### src/rtl/fetch_pc_pkg.sv
// Shared constants for the fetch stage and its neighbours.
// CP0 and the other stages' exception checks reuse these, so that every stage
// agrees on the exception codes and on the default memory map.
//   exc_code_e : 5-bit exception codes written into the pipeline.
//   RESET_PC   : PC loaded on reset.
//   HANDLER_PC : exception/interrupt handler entry.
//   IM_BASE    : lowest legal instruction fetch address.
//   IM_END     : highest legal instruction fetch address (inclusive).
package fetch_pc_pkg;

  typedef enum logic [4:0] {
    EXC_NONE = 5'd0,
    EXC_ADEL = 5'd4
  } exc_code_e;

  localparam logic [31:0] RESET_PC   = 32'h0000_3000;
  localparam logic [31:0] HANDLER_PC = 32'h0000_4180;
  localparam logic [31:0] IM_BASE    = 32'h0000_3000;
  localparam logic [31:0] IM_END     = 32'h0000_6FFC;

endpackage

### src/rtl/fetch_pc_if.sv
// Signal bundle between the fetch PC unit and the rest of the pipeline
// (CP0, D-stage control, instruction memory, F/D register).
//   master : the fetch unit; drives F_PC, F_Instr, F_ExcCode, F_BD.
//   slave  : the surrounding pipeline; drives requests, redirects, stall
//            and instruction memory read data.
interface fetch_pc_if;
  logic        Req;
  logic        ERET;
  logic [31:0] EPC;
  logic        STALL_EN_N;
  logic        D_Redirect;
  logic [31:0] D_Target;
  logic        D_IsBranchJump;
  logic [31:0] IM_RData;
  logic [31:0] F_PC;
  logic [31:0] F_Instr;
  logic [4:0]  F_ExcCode;
  logic        F_BD;

  modport master (
    input  Req, ERET, EPC, STALL_EN_N, D_Redirect, D_Target, D_IsBranchJump,
           IM_RData,
    output F_PC, F_Instr, F_ExcCode, F_BD
  );

  modport slave (
    output Req, ERET, EPC, STALL_EN_N, D_Redirect, D_Target, D_IsBranchJump,
           IM_RData,
    input  F_PC, F_Instr, F_ExcCode, F_BD
  );
endinterface

### src/rtl/fetch_addr_check.sv
// Combinational instruction address check: flags a misaligned word address
// or one outside the [IM_BASE, IM_END] window (unsigned compares).
// Also instantiated by the D-stage jump-target check.
//   addr     : 32-bit byte address to check.
//   addr_err : 1 when addr is not a legal instruction fetch address.
module fetch_addr_check #(
  parameter logic [31:0] IM_BASE = fetch_pc_pkg::IM_BASE,
  parameter logic [31:0] IM_END  = fetch_pc_pkg::IM_END
) (
  input  logic [31:0] addr,
  output logic        addr_err
);

  logic misaligned;
  logic below_base;
  logic above_end;

  assign misaligned = |addr[1:0];
  assign below_base = (addr < IM_BASE);
  assign above_end  = (addr > IM_END);
  assign addr_err   = misaligned | below_base | above_end;

endmodule

### src/rtl/fetch_pc.sv
// Fetch-stage program counter of the 5-stage MIPS pipeline.
// Holds the fetch PC, selects the next PC (reset, exception entry, eret,
// stall, D-stage redirect, sequential), checks the fetch address and presents
// instruction / PC / exception code / delay-slot flag to the F/D register.
//   clk   : clock.
//   RESET : synchronous, active-high reset.
//   bus   : fetch_pc_if.master (requests and redirects in, F_* outputs out).
module fetch_pc #(
  parameter logic [31:0] RESET_PC   = fetch_pc_pkg::RESET_PC,
  parameter logic [31:0] HANDLER_PC = fetch_pc_pkg::HANDLER_PC,
  parameter logic [31:0] IM_BASE    = fetch_pc_pkg::IM_BASE,
  parameter logic [31:0] IM_END     = fetch_pc_pkg::IM_END
) (
  input  logic        clk,
  input  logic        RESET,
  fetch_pc_if.master  bus
);

  import fetch_pc_pkg::*;

  logic [31:0] pc_q;
  logic [31:0] pc_next;
  logic        fetch_err;

  // Next-PC priority: exception entry beats eret, both beat stall; a stalled
  // redirect is dropped because the stalled D stage re-presents it.
  always_comb begin
    // NOTE: default first so every path assigns pc_next and no latch is inferred.
    pc_next = pc_q + 32'd4;
    if (bus.Req) begin
      pc_next = HANDLER_PC;
    end else if (bus.ERET) begin
      pc_next = bus.EPC;
    end else if (bus.STALL_EN_N) begin
      pc_next = pc_q;
    end else if (bus.D_Redirect) begin
      pc_next = bus.D_Target;
    end
  end

  always_ff @(posedge clk) begin
    // NOTE: non-blocking for registered state so all flops update on the same edge.
    if (RESET) begin
      pc_q <= RESET_PC;
    end else begin
      pc_q <= pc_next;
    end
  end

  fetch_addr_check #(
    .IM_BASE (IM_BASE),
    .IM_END  (IM_END)
  ) u_addr_check (
    .addr     (pc_q),
    .addr_err (fetch_err)
  );

  assign bus.F_PC      = pc_q;
  // A faulting fetch becomes a nop carrying AdEL; the bad address is never
  // corrected here, CP0 takes the exception when the nop reaches it.
  assign bus.F_Instr   = fetch_err ? 32'h0 : bus.IM_RData;
  assign bus.F_ExcCode = fetch_err ? EXC_ADEL : EXC_NONE;
  // F/D discards this fetch on Req/ERET; forcing 0 keeps it deterministic.
  assign bus.F_BD      = bus.D_IsBranchJump & ~(bus.Req | bus.ERET);

endmodule

### src/flat_wrapper.sv
// flat-port wrapper written by rule: the top's interface ports become plain ports
module fetch_pc_flat import fetch_pc_pkg::*;
#(
  parameter logic [31:0] RESET_PC   = fetch_pc_pkg::RESET_PC,
  parameter logic [31:0] HANDLER_PC = fetch_pc_pkg::HANDLER_PC,
  parameter logic [31:0] IM_BASE    = fetch_pc_pkg::IM_BASE,
  parameter logic [31:0] IM_END     = fetch_pc_pkg::IM_END
)
  (clk, RESET, bus_Req, bus_ERET, bus_EPC, bus_STALL_EN_N, bus_D_Redirect, bus_D_Target, bus_D_IsBranchJump, bus_IM_RData, bus_F_PC, bus_F_Instr, bus_F_ExcCode, bus_F_BD);
  fetch_pc_if bus_i ();
  input  logic clk;
  input  logic RESET;
  input wire logic [$bits(bus_i.Req)-1:0] bus_Req;
  input wire logic [$bits(bus_i.ERET)-1:0] bus_ERET;
  input wire logic [$bits(bus_i.EPC)-1:0] bus_EPC;
  input wire logic [$bits(bus_i.STALL_EN_N)-1:0] bus_STALL_EN_N;
  input wire logic [$bits(bus_i.D_Redirect)-1:0] bus_D_Redirect;
  input wire logic [$bits(bus_i.D_Target)-1:0] bus_D_Target;
  input wire logic [$bits(bus_i.D_IsBranchJump)-1:0] bus_D_IsBranchJump;
  input wire logic [$bits(bus_i.IM_RData)-1:0] bus_IM_RData;
  output wire logic [$bits(bus_i.F_PC)-1:0] bus_F_PC;
  output wire logic [$bits(bus_i.F_Instr)-1:0] bus_F_Instr;
  output wire logic [$bits(bus_i.F_ExcCode)-1:0] bus_F_ExcCode;
  output wire logic [$bits(bus_i.F_BD)-1:0] bus_F_BD;
  assign bus_i.Req = bus_Req;
  assign bus_i.ERET = bus_ERET;
  assign bus_i.EPC = bus_EPC;
  assign bus_i.STALL_EN_N = bus_STALL_EN_N;
  assign bus_i.D_Redirect = bus_D_Redirect;
  assign bus_i.D_Target = bus_D_Target;
  assign bus_i.D_IsBranchJump = bus_D_IsBranchJump;
  assign bus_i.IM_RData = bus_IM_RData;
  assign bus_F_PC = bus_i.F_PC;
  assign bus_F_Instr = bus_i.F_Instr;
  assign bus_F_ExcCode = bus_i.F_ExcCode;
  assign bus_F_BD = bus_i.F_BD;
  fetch_pc #(.RESET_PC(RESET_PC), .HANDLER_PC(HANDLER_PC), .IM_BASE(IM_BASE), .IM_END(IM_END)) u_core (.clk(clk), .RESET(RESET), .bus(bus_i));
endmodule
### config.mk
export PLATFORM = sky130hd
export DESIGN_NAME = fetch_pc_flat
export DESIGN_NICKNAME = d
export VERILOG_FILES = /design/src/rtl/fetch_pc_pkg.sv /design/src/rtl/fetch_pc_if.sv /design/src/rtl/fetch_addr_check.sv /design/src/rtl/fetch_pc.sv /design/src/flat_wrapper.sv
export SDC_FILE = /design/constraint.sdc
export NUM_CORES = 1
export LEC_CHECK = 0
export CAP_MARGIN = 30
export CORE_MARGIN = 3
export CORE_UTILIZATION = 40
export CTS_BUF_LIST = sky130_fd_sc_hd__clkbuf_4 sky130_fd_sc_hd__clkbuf_8 sky130_fd_sc_hd__clkbuf_16
export CTS_CLUSTER_SIZE = 8
export DETAILED_ROUTE_END_ITERATION = 10
export GPL_ROUTABILITY_DRIVEN = 0
export PLACE_DENSITY = 0.91
export SETUP_SLACK_MARGIN = 0.02
export SYNTH_ARGS = -nofsm -noshare
export SYNTH_HDL_FRONTEND = slang
export SYNTH_SLANG_ARGS = --single-unit
### constraint.sdc
create_clock -name clk -period 3.25 [get_ports clk]
set_clock_uncertainty 0.05 [all_clocks]
set_input_delay 0.65 -clock clk [delete_from_list [all_inputs] [get_ports clk]]
set_output_delay 0.65 -clock clk [all_outputs]
set_load 0.05 [all_outputs]
==> impl_metrics.tcl, run 1 <==
set metrics [dict create \
    outcome "finished clean" \
    dieArea_um2 7740 \
    routed_wl_um 11100 \
    synthArstFlopShare_pct 0 \
    worstSetupPathType "reg -> out" \
    grt_pass1_wl_um 16300 \
    synth_seq_cells 32 \
    crit_start "u_core.bus.F_PC[30]$_SDFFE_PP0P_" \
    power_leakage_uw 0.00176 \
    cts_hold_buf 0 \
    p_per_area_nw_per_um2 320 \
    synthCells 397 \
    cp-end-kind "primary output" \
    crit_required_ns 2.55 \
    clkTransAtPathRegs_ns 0.08 \
    clockPowerShare_pct 27.4 \
    finalCriticalPeriod_ns 2.76 \
    tightest_slew_ns 0.576 \
    rsz0062_at_grt "no" \
    synth_cell_types 51 \
    reg2reg_slack_ns 0.74 \
    drv_cap 0 \
    vdd_drop_max_mv 0.181 \
    io_buffers 168 \
    h-tree-depth 2 \
    setup_violations 0 \
    root_buffer "clkbuf_8" \
    core_area_um2 6420 \
    cp.arrival_ns 2.06 \
    seq_area_um2 641 \
    stdcell_area_um2 4480 \
    grtUsageTotal_pct 26.9 \
    synth_edf_count 0 \
    grt_pass1_vias 3398 \
    netlist_area_um2 2690 \
    first_pass_iters 6 \
    largest_reg_flops 30 \
    yosysSeqAreaShare_pct 23.8 \
    synth.avg_cell_area_um2 6.77 \
    p_int_uw 904 \
    io_pins 173 \
    instances_no_fill 632 \
    hp-class "reg -> reg" \
    fmax_mhz 362 \
    switching_share_pct 37.0 \
    min_period_over_period_pct 85.1 \
    initial_core_util_pct 41.8 \
    drive_above_1_share_pct 10.8 \
    clock_latency_ns 0.30 \
    ant_nets 0 \
    hold_start "u_core.bus.F_PC[14]$_SDFFE_PP0P_" \
    vias 3749 \
    filler_cell_count 541 \
    slew_headroom_pct 61.5 \
    r2r_cells 6 \
    cts_sinks 32 \
    p_sw_uw 531 \
    cts_tree "built" \
    synth_ff_type "dfxtp_1" \
    combPwrFrac_pct 41.4 \
    ctsResizeCount 0 \
    antenna_found_initial 1 \
    path_max_fanout 30 \
    postCtsSetupRepairBufs 0 \
    fp.dieW_um 88.0 \
    row_count 29 \
    via_per_inst 5.93 \
    die_y_um 88.0 \
    syn_to_final_growth_pct 66.9 \
    hold_viol_final 0 \
    fin_tns_setup_ns 0 \
    cts_buffer_depth 2 \
    dp_hpwl_um 8780 \
    grt_max_degree 31 \
    placed_area_um2 4360 \
    cp-start-kind "register" \
    ys_warn_count 0 \
    hold_depth 2 \
    r2r_start "u_core.bus.F_PC[2]$_SDFFE_PP0P_" \
    drc 0 \
    drt_iter0_markers 469 \
    numPlacedInstances 623 \
    drv_slew 0 \
    final_nets 657 \
    seq_power_share_pct 31.1 \
    cts_buffers 5 \
    grt-ovfl-total 0 \
    multiInputGateArea_um2 1870 \
    wire_per_inst_um 17.5 \
]
==> cell usage after synthesis, drive strengths merged, types with 2 or more instances <==
master,instances,share of area (%)
dfxtp,32,24
or2,3,0.70
o31ai,3,0.84
nor4,10,2.9
o31a,5,1.6
a22oi,4,1.1
nor2b,3,0.70
a22o,2,0.65
and4,4,1.3
clkbuf,23,3.3
nor3,18,3.4
and3,4,0.93
nand3b,5,1.4
and2,33,7.7
a21o,2,0.56
a21oi,47,8.8
a211oi,3,0.84
inv,9,1.3
nand4,7,1.9
a221o,3,1.1
a222oi,2,0.75
or3,2,0.47
nand2,34,4.8
or4,2,0.56
nor2,37,5.2
mux2i,11,4.1
o22ai,7,1.6
nand3,16,3.0
o211ai,2,0.56
o21ai,29,5.4
a31oi,5,1.2
buf,13,2.7
nand2b,2,0.47
o21a,3,0.84
==> cells in the final DEF, fill, tap and decap left out, drive strengths merged, types with 9 or more instances in the layout <==
master / count
a21oi: 47
and2: 33
buf: 45
clkdlybuf4s50: 133
dfxtp: 32
inv: 9
mux2i: 11
nand2: 34
nand3: 16
nor2: 37
nor3: 18
nor4: 10
o21ai: 29
==> power by group through the flow <==
stage | logic (µW) | registers (µW) | clock network [µW]
2_1_floorplan | 274 | 513 | 0
3_3_place_gp | 585 | 451 | 0
3_5_place_dp | 592 | 454 | 0
4_1_cts | 594 | 445 | 394
5_1_grt | 628 | 450 | 410
6_report | 595 | 447 | 394
==> through the flow <==
stage / power (µW) / hold WS [ns] / setup slack [ns] / util, %
3_5_place_dp: 1050 / 0.485 / 0.455 / 67.9
6_report: 1440 / 0.501 / 0.485 / 69.8
3_3_place_gp: 1040 / 0.457 / 0.481 / 67.9
4_1_cts: 1430 / 0.493 / 0.137 / 69.6
2_1_floorplan: 787 / 0.655 / 0.497 / -
5_1_grt: 1490 / 0.523 / 0.307 / 69.8
==> routing by layer <==
layer  GRT usage (%)  wire length (µm)  up-vias
met4            8.79               313        0
met1            31.2              4030     1701
met3            6.68              1270       39
met5               0                 0        -
met2            48.2              5450      261
li1                -                 -     1748
==> critical path, cell delays in order, from the launching register on <==
cell,delay [ns]
dfxtp_1,0.37
nor4_1,0.40
nand3_1,0.15
nor3_2,0.22
buf_4,0.28
and2_1,0.17
buf_4,0.20
==> layout make-up <==
class	instances	share of cell area (%)
sequential	32	14.3
multi-input combinational	322	41.6
antenna	1	0.0558
tap	77	2.15
timing repair buffer	182	38.6
clock inverter	2	0.781
clock buffer	6	1.70
inverter	10	0.837
==> path summary, 6_finish.rpt <==
path	end
max reg2reg	u_core.bus.F_PC[24]$_SDFFE_PP0P_
max	bus_F_Instr[4]
min	u_core.bus.F_PC[14]$_SDFFE_PP0P_
min reg2reg	u_core.bus.F_PC[14]$_SDFFE_PP0P_
==> cell families (layout without fill, tap and decap cells) <==
logic type      count (synthesis)  count (layout)  share of synthesized area (%)
simple gates                  180             180                           35.2
other cells                     1               5                          0.140
flops                          32              32                           23.8
buf+inv                        46             200                           7.31
xor+xnor                        1               1                          0.326
compound gates                125             125                           28.6
fa+ha+maj                       1               1                          0.466
mux                            11              11                           4.10
Note: power is estimated with default switching activity, not from simulation.
==> run 2: changes to the inputs <==
GPL_ROUTABILITY_DRIVEN = not set   (was 0)
==> impl_metrics.tcl, run 2 (same netlist as run 1, synthesis figures left out) <==
set metrics [dict create \
    outcome "finished clean" \
    cp-end-kind "primary output" \
    n_antenna_cell 0 \
    whs_endpoint "u_core.bus.F_PC[9]$_SDFFE_PP0P_" \
    tightest_slew_ns 0.558 \
    drv_cap 0 \
    hp-class "reg -> reg" \
    r2r_start "u_core.bus.F_PC[2]$_SDFFE_PP0P_" \
    fp.dieW_um 88.0 \
    switching_share_pct 39.3 \
    h-tree-depth 2 \
    worstSetupPathType "reg -> out" \
    fin_tns_setup_ns 0 \
    multiInputGateArea_um2 1870 \
    hold_depth 2 \
    drv_slew 0 \
    first_pass_iters 6 \
    gp_congestion 0.968 \
    cts_tree "built" \
    hold_viol_final 0 \
    die_y_um 88.0 \
    io_buffers 168 \
    row_count 29 \
    syn_to_final_growth_pct 66.0 \
    clock_latency_ns 0.30 \
    reg2reg_slack_ns 0.69 \
    cts_sinks 32 \
    grtUsageMet2_pct 48.9 \
    vdd_drop_max_mv 0.191 \
    postCtsSetupRepairBufs 0 \
    met3_usage_pct 5.93 \
    fin_ws_ns 0.405 \
    numPlacedInstances 624 \
    crit_required_ns 2.55 \
    stdcell_area_um2 4460 \
    combPwrFrac_pct 43.8 \
    initial_core_util_pct 41.8 \
    drive_above_1_share_pct 10.8 \
    drc 0 \
    p_int_uw 823 \
    dp_hpwl_um 8860 \
    finalCriticalPeriod_ns 2.84 \
    p_per_area_nw_per_um2 304 \
    rsz0062_at_grt "no" \
    hold_start "u_core.bus.F_PC[9]$_SDFFE_PP0P_" \
    fmax_mhz 352 \
    seq_power_share_pct 32.9 \
    antenna_found_initial 0 \
    core_area_um2 6420 \
    cts_hold_buf 0 \
    power_leakage_uw 0.00175 \
    instances_no_fill 631 \
    r2r_cells 6 \
    setup_violations 0 \
    gr-usage-met1_pct 32.3 \
    cp.arrival_ns 2.14 \
    largest_reg_flops 30 \
    ant_nets 0 \
    reg2reg_to "u_core.bus.F_PC[22]$_SDFFE_PP0P_" \
    path_max_fanout 30 \
    clockPowerShare_pct 23.3 \
    grt_max_degree 38 \
    dieArea_um2 7740 \
    grt_pass1_vias 3378 \
    wire_per_inst_um 17.4 \
    final_cell_mix "clkdlybuf4s50_1 (133), a21oi_1 (47), buf_4 (44)" \
    grt-ovfl-total 0 \
    whs_ns 0.489 \
    slew_headroom_pct 62.7 \
    routed_wl_um 11000 \
    grt_pass1_wl_um 16600 \
    cts_buffers 5 \
    placed_area_um2 4370 \
    drt_iter0_markers 429 \
    seq_area_um2 641 \
    grt_busiest_layer "met2" \
    p_sw_uw 533 \
    cts_buffer_depth 2 \
    filler_cell_count 522 \
    grtUsageTotal_pct 27.4 \
    final_nets 658 \
    via_per_inst 5.82 \
    pre_cts_slack_ns 0.397 \
    root_buffer "clkbuf_8" \
    io_pins 173 \
    layout_commonest_cell "clkdlybuf4s50_1" \
    vias 3671 \
    min_period_over_period_pct 87.5 \
    cp-start-kind "register" \
    ctsResizeCount 0 \
    clkTransAtPathRegs_ns 0.07 \
]
==> run 2: cell types whose count changed in the layout (fill, tap and decap cells not counted) <==
cell,delta
bufinv_16,-1
diode_2,-1
buf_4,+1
==> run 2: area by class of cell <==
cell class,instances,area share [%]
clock buffer,6,1.71
clock inverter,1,0.112
inverter,10,0.842
multi-input combinational,322,41.8
sequential,32,14.4
tap,77,2.16
timing repair buffer,183,39.0
==> run 2: critical path: stages (launching register included) <==
cell,delay (ns)
dfxtp_1,0.39
nor4_1,0.39
nand2_1,0.14
nor3_2,0.29
buf_4,0.28
and2_1,0.17
buf_4,0.20
==> run 2: power by group through the flow <==
stage               combinational [µW]  clock (µW)  sequential, µW
CTS                                593         308             445
detailed placement                 591           0             454
global placement                   586           0             451
finish                             594         317             446
global route                       628         322             450
floorplan                          274           0             513
==> run 2: how the worst max path moves through the flow <==
stage | start | endpoint | slack (ns) | cells past startpoint
global placement | u_core.bus.F_PC[26]$_SDFFE_PP0P_ | bus_F_Instr[28] | 0.47 | 5
CTS | u_core.bus.F_PC[26]$_SDFFE_PP0P_ | bus_F_ExcCode[2] | 0.04 | 6
finish | u_core.bus.F_PC[26]$_SDFFE_PP0P_ | bus_F_Instr[10] | 0.41 | 6
global route | u_core.bus.F_PC[24]$_SDFFE_PP0P_ | bus_F_Instr[10] | 0.27 | 6
floorplan | u_core.bus.F_PC[15]$_SDFFE_PP0P_ | bus_F_Instr[22] | 0.50 | 6
detailed placement | u_core.bus.F_PC[26]$_SDFFE_PP0P_ | bus_F_ExcCode[2] | 0.40 | 6
==> run 2: routing by layer <==
metal / vias to the layer above / wire length [µm] / share of wire, %
li1: 1752 / - / -
met1: 1650 / 4020 / 37
met2: 245 / 5450 / 50
met3: 24 / 1320 / 12
met4: 0 / 210 / 1.9
met5: - / 0 / 0
==> run 2: through the flow <==
step / total power [µW] / util, %
6_report: 1360 / 69.4
5_1_grt: 1400 / 69.4
4_1_cts: 1350 / 69.3
3_5_place_dp: 1050 / 68.0
3_3_place_gp: 1040 / 68.0
2_1_floorplan: 787 / -
